--- src/rtl/fetch_sequencer_pkg.sv ---
// Shared core definitions: address/instruction widths, opcode constants,
// fetch FSM encoding and the buffered fetch entry layout.
package fetch_sequencer_pkg;

  localparam int ADDR_W  = 64;
  localparam int INSTR_W = 32;
  localparam int OPC_W   = 8;

  localparam logic [OPC_W-1:0] OPC_NOP    = 8'h00;
  localparam logic [OPC_W-1:0] OPC_BRANCH = 8'h10;
  localparam logic [OPC_W-1:0] OPC_JUMP   = 8'h11;
  localparam logic [OPC_W-1:0] OPC_RET    = 8'h12;
  localparam logic [OPC_W-1:0] OPC_WAIT   = 8'h7F;

  typedef logic [ADDR_W-1:0]  addr_t;
  typedef logic [INSTR_W-1:0] instr_t;

  typedef enum logic [1:0] {
    IDLE = 2'd0,
    REQ  = 2'd1,
    WAIT = 2'd2,
    DROP = 2'd3
  } fetch_state_e;

  typedef struct packed {
    addr_t  pc;
    instr_t instr;
  } fetch_entry_t;

  localparam int ENTRY_W = $bits(fetch_entry_t);

  function automatic addr_t align_word(input addr_t a);
    return {a[ADDR_W-1:2], 2'b00};
  endfunction

  function automatic logic [OPC_W-1:0] opcode_of(input instr_t i);
    return i[OPC_W-1:0];
  endfunction

endpackage

--- src/rtl/fetch_sequencer_fifo.sv ---
// First-word-fall-through buffer with flush; zero-latency head, push accepted
// when not full or when popping in the same cycle, flush overrides push.
module fetch_fifo
  import fetch_sequencer_pkg::*;
#(
  parameter int DEPTH = 2,
  parameter int WIDTH = ENTRY_W
) (
  input  logic                     clk,
  input  logic                     rst,
  input  logic                     push_i,
  input  logic [WIDTH-1:0]         push_dat_i,
  input  logic                     pop_i,
  input  logic                     flush_i,
  output logic                     full_o,
  output logic                     empty_o,
  output logic [$clog2(DEPTH):0]   count_o,
  output logic [WIDTH-1:0]         head_o
);

  localparam int PTR_W = (DEPTH > 1) ? $clog2(DEPTH) : 1;
  localparam int CNT_W = $clog2(DEPTH) + 1;

  logic [WIDTH-1:0] mem_q [DEPTH];
  logic [PTR_W-1:0] wr_ptr_q, wr_ptr_d;
  logic [PTR_W-1:0] rd_ptr_q, rd_ptr_d;
  logic [CNT_W-1:0] count_q, count_d;
  logic             push_ok;
  logic             pop_ok;

  assign full_o  = (count_q == CNT_W'(DEPTH));
  assign empty_o = (count_q == '0);
  assign count_o = count_q;
  assign head_o  = mem_q[rd_ptr_q];

  always_comb begin
    pop_ok   = pop_i && !empty_o;
    push_ok  = push_i && (!full_o || pop_ok);
    wr_ptr_d = wr_ptr_q;
    rd_ptr_d = rd_ptr_q;
    count_d  = count_q;
    if (flush_i) begin
      wr_ptr_d = '0;
      rd_ptr_d = '0;
      count_d  = '0;
    end else begin
      if (push_ok) wr_ptr_d = wr_ptr_q + PTR_W'(1);
      if (pop_ok)  rd_ptr_d = rd_ptr_q + PTR_W'(1);
      count_d = count_q + CNT_W'(push_ok) - CNT_W'(pop_ok);
    end
  end

  always_ff @(posedge clk or posedge rst) begin
    if (rst) begin
      wr_ptr_q <= '0;
      rd_ptr_q <= '0;
      count_q  <= '0;
    end else begin
      wr_ptr_q <= wr_ptr_d;
      rd_ptr_q <= rd_ptr_d;
      count_q  <= count_d;
    end
  end

  // Storage needs no reset: count gates visibility of every entry.
  always_ff @(posedge clk) begin
    if (push_ok && !flush_i) mem_q[wr_ptr_q] <= push_dat_i;
  end

endmodule

--- src/rtl/fetch_sequencer.sv ---
// Instruction fetch sequencer, one request outstanding; words reach decode the
// cycle after the response; fetching stalls when the buffer has no free slot.
module fetch_sequencer
  import fetch_sequencer_pkg::*;
#(
  parameter logic [63:0] RESET_PC   = 64'h0,
  parameter int          FIFO_DEPTH = 2
) (
  input  logic                clk,
  input  logic                rst,
  output logic                mem_req_o,
  output logic [ADDR_W-1:0]   mem_addr_o,
  input  logic                mem_gnt_i,
  input  logic                mem_rvalid_i,
  input  logic [INSTR_W-1:0]  mem_rdata_i,
  input  logic                redirect_i,
  input  logic [ADDR_W-1:0]   redirect_pc_i,
  input  logic                halt_i,
  output logic                instr_valid_o,
  output logic [INSTR_W-1:0]  instr_o,
  output logic [ADDR_W-1:0]   instr_pc_o,
  input  logic                instr_ready_i
);

  localparam int CNT_W = $clog2(FIFO_DEPTH) + 1;

  fetch_state_e     state_q, state_d;
  addr_t            fetch_pc_q, fetch_pc_d;
  addr_t            req_pc_q, req_pc_d;

  logic             fifo_push;
  logic             fifo_pop;
  logic             fifo_full;
  logic             fifo_empty;
  logic [CNT_W-1:0] fifo_count;
  logic [CNT_W-1:0] count_after;
  logic             can_req;
  fetch_entry_t     push_entry;
  fetch_entry_t     head_entry;

  assign mem_req_o     = (state_q == REQ);
  assign mem_addr_o    = fetch_pc_q;
  assign instr_valid_o = !fifo_empty;
  assign instr_o       = head_entry.instr;
  assign instr_pc_o    = head_entry.pc;
  assign push_entry    = '{pc: req_pc_q, instr: mem_rdata_i};

  always_comb begin
    state_d    = state_q;
    fetch_pc_d = fetch_pc_q;
    req_pc_d   = req_pc_q;
    fifo_pop   = instr_valid_o && instr_ready_i;
    fifo_push  = (state_q == WAIT) && mem_rvalid_i && !redirect_i &&
                 (!fifo_full || fifo_pop);
    // Slot accounting is done on next-cycle occupancy so a request is only
    // launched when its response is guaranteed a place to land.
    count_after = redirect_i ? '0 :
                  fifo_count + CNT_W'(fifo_push) - CNT_W'(fifo_pop);
    can_req     = !halt_i && (count_after < CNT_W'(FIFO_DEPTH));

    case (state_q)
      IDLE: begin
        if (can_req) state_d = REQ;
      end
      REQ: begin
        if (mem_gnt_i) begin
          req_pc_d   = fetch_pc_q;
          fetch_pc_d = fetch_pc_q + 64'd4;
          state_d    = redirect_i ? DROP : WAIT;
        end
      end
      WAIT: begin
        // A response coinciding with a redirect closes the transaction and is
        // discarded here; waiting in DROP would wait for a word never sent.
        if (mem_rvalid_i)    state_d = can_req ? REQ : IDLE;
        else if (redirect_i) state_d = DROP;
      end
      DROP: begin
        if (mem_rvalid_i) state_d = can_req ? REQ : IDLE;
      end
      default: state_d = IDLE;
    endcase

    if (redirect_i) fetch_pc_d = align_word(redirect_pc_i);
  end

  always_ff @(posedge clk or posedge rst) begin
    if (rst) begin
      state_q    <= IDLE;
      fetch_pc_q <= align_word(RESET_PC);
      req_pc_q   <= align_word(RESET_PC);
    end else begin
      state_q    <= state_d;
      fetch_pc_q <= fetch_pc_d;
      req_pc_q   <= req_pc_d;
    end
  end

  fetch_fifo #(
    .DEPTH (FIFO_DEPTH),
    .WIDTH (ENTRY_W)
  ) u_fifo (
    .clk        (clk),
    .rst        (rst),
    .push_i     (fifo_push),
    .push_dat_i (push_entry),
    .pop_i      (fifo_pop),
    .flush_i    (redirect_i),
    .full_o     (fifo_full),
    .empty_o    (fifo_empty),
    .count_o    (fifo_count),
    .head_o     (head_entry)
  );

endmodule

--- config.mk ---
export PLATFORM = sky130hd
export DESIGN_NAME = fetch_sequencer
export DESIGN_NICKNAME = d
export VERILOG_FILES = /design/src/rtl/fetch_sequencer_pkg.sv /design/src/rtl/fetch_sequencer_fifo.sv /design/src/rtl/fetch_sequencer.sv
export SDC_FILE = /design/constraint.sdc
export NUM_CORES = 1
export LEC_CHECK = 0
export ABC_CLOCK_PERIOD_IN_PS = 21200
export BUFFER_PORTS_ARGS = -buffer_cell sky130_fd_sc_hd__buf_2
export CAP_MARGIN = 20
export CORE_ASPECT_RATIO = 1.2
export CORE_MARGIN = 3
export CORE_UTILIZATION = 45
export CTS_CLUSTER_DIAMETER = 100
export DETAILED_ROUTE_END_ITERATION = 8
export PLACE_DENSITY = 0.67
export REMOVE_ABC_BUFFERS = 1
export SYNTH_ARGS = -nofsm -noshare
export SYNTH_HDL_FRONTEND = slang
export SYNTH_HIERARCHICAL = 1
export SYNTH_SLANG_ARGS = --single-unit
--- constraint.sdc ---
create_clock -name clk -period 21.2 [get_ports clk]
set_input_delay 4.24 -clock clk [delete_from_list [all_inputs] [get_ports clk]]
set_output_delay 4.24 -clock clk [all_outputs]
set_load 0.005 [all_outputs]
==> metrics <==
RePlAce Congestion between 0.8 and 0.9; fraction of layout cells with a size suffix above 1 0.327; Post-Synth XOR/XNOR Area 0.0280; root buffer selected by CTS clkbuf_16; first-pass GRT wire length between 50000 and 60000 µm; Final Hold Fails 0; largest net degree at the start of global routing 74; Total GRT Usage 0.202; critical path startpoint category register; FFs w/ async S/R, synth 0.404; Synth Flop Type edfxtp_1; WL per Instance 18.7 µm; number of synthesized register bits about 320; Residual DRC 0; Die Area between 30000 and 40000 µm²; Max IR drop VDD between 50 and 60 µV; min Tclk post-route approximately 7000 ps; Clock transition at path regs ~60 ps; syn avg cell area about 13 µm²; initial antenna violation count 1; Syn. warnings 6; most frequent cell after synthesis nand2_1; mux share of post-synthesis cell area 0.0852; worst slack at placement 14080 ps; cell taking the most area after synthesis edfxtp_1; Synth cell types 54; chip height a little under 200 µm; Final Cycle Share 0.328; Final ANT Viol Nets 0; largest buffer count on any clock path 3; met1 usage 0.262; Core Util, Final 0.558; via count slightly above 9000; vias per cell between 5 and 6; critical path arrival ~2700 ps; Starting Density 0.463; sequential share of the synthesized area 0.669; Setup Skew 13.5 ps; Slowest-stage cell, CP buf_4; RSZ-0062 raised after global routing false; clk sinks between 300 and 400; Cell Chain, Critical Path buf_4 -> mux2_2 -> buf_2; hold buffer count at cts 0; final setup TNS 0 ps; Initial DRC Count between 500 and 600; combinational family with the most area after synthesis simple AND/OR/NAND/NOR gates; status finished, final reports clean; Leak 6.59 nW; nets@finish around 1400; port bufs 260; top post-synthesis cells by count nand2_1, edfxtp_1, dfrtp_1; CP endpoint kind output pin; row cnt 68; Ports about 270; max frequency 144 MHz; Post CTS Setup Buffer Count 0; CTS H-tree depth 2; Placed Area 15100 µm²; Required @ worst endpoint 16960 ps; DRT Pass-1 Iters 5; Post-synth EDFFs 192; min-delay worst type register to register; Core Box Area ~29000 µm²; cell types occupying the most area after synthesis edfxtp_1, dfrtp_1, mux2_2; CP Class register to output pin; final instance area about 16000 µm²; gr busiest metal met2; Die Span X 164 µm; area of the mapped netlist ~13000 µm²; gr ovfl total 0; CP peak stage delay 800 ps; TritonCTS Buffers 35; Synth Area in Compound Gates 0.0424; CP max FO 73; Final Power approximately 1.6 mW; final worst slack 14240 ps; Max-Cap Viols 0; M3 GR Usage 0.0367; Post-Synth Simple-Gate Area 0.149; final setup fails 0; post-synth top area share 0.428; Max-slew headroom 0.248; Cells after Synth approximately 1100; vias in the first global route 9250; Post-Synth Adder-Cell Area 0.00279; Routed WL around 32000 µm; Synth-to-Final Area Change 20.4%; CTS tree built; Slew @ Worst Pin between 1000 and 1500 ps; count of final max-slew check failures 0; Pwr Density slightly below 100 nW/µm²; worst-skew pair later-pin latency ~500 ps; PostCTS Resize Cnt 0; met2 Track Usage GR 0.339; DP HPWL around 21000 µm
-- flip-flops by register name (all words and copies together) (netlist names) --
register,cells
u_fifo/mem_q,192
state_q,2
u_fifo/wr_ptr_q,1
u_fifo/count_o,2
u_fifo/rd_ptr_q,1
req_pc_q,62
mem_addr_o,62
-- power by group --
| group | internal, mW | switching (mW) |
|---|---|---|
| Clock | 0.347 | 0.238 |
| Sequential | 0.774 | 0.0659 |
| Combinational | 0.0700 | 0.115 |
| Total | 1.19 | 0.418 |
-- layout make-up --
cell class,count,area [µm²]
Fill cell,2524,12900
Sequential cell,322,9020
Multi-Input combinational cell,672,4190
Timing Repair Buffer,270,1380
Clock buffer,52,981
Tap cell,385,482
Clock inverter,12,124
Inverter,12,50.0
Antenna cell,2,5.00
-- layout by cell type (no fill, tap or decap), types with 20 or more instances in the layout --
cell	count
dfrtp_1	129
mux2_2	101
nand4_1	23
edfxtp_1	192
xor2_1	21
o21ai_0	53
clkbuf_16	36
buf_2	259
xnor2_1	22
a31oi_1	20
nand3_1	24
nor2_1	29
nand2_1	251
-- critical path, delay by kind of cell, from the launching register on --
family / cells / cell delay, ps
mux: 1 / 430
flops: 1 / 660
buf+inv: 2 / 940
-- kinds of logic after synthesis --
logic type	Yosys count
buffers and inverters	65
adder cells (fa/ha/maj)	3
AO/OA/AOI/OAI	100
multiplexers	102
other	1
flip-flops	322
XOR/XNOR	43
AND/OR/NAND/NOR	418
-- path summary, 6_finish.rpt --
path / slack (ps) / start / end / cells past startpoint
worst min register to register: 470 / req_pc_q[53] / u_fifo/mem_q[0][85] / 0
max in group asynchronous: 16000 / rst / mem_addr_o[61] / 3
min in group asynchronous: 3670 / rst / u_fifo/count_o[0] / 2
worst max register to register: 17980 / state_q[1] / mem_addr_o[47] / 5
worst min-delay path: 470 / req_pc_q[53] / u_fifo/mem_q[0][85] / 0
worst max-delay path: 14240 / u_fifo/rd_ptr_q / instr_pc_o[22] / 3
-- routing by layer --
metal / part of all wire / wire, µm
met1: 0.42 / 13500
met3: 0.052 / 1680
met5: 0 / 0
met4: 0.033 / 1080
met2: 0.50 / 16100
-- stage by stage --
step	std cells	hold WS [ps]
3_3_place_gp	1661	447
5_1_grt	1726	475
2_1_floorplan	1006	442
6_report	1727	466
3_5_place_dp	1661	454
4_1_cts	1725	468
Power figures use the tool's default switching activity.
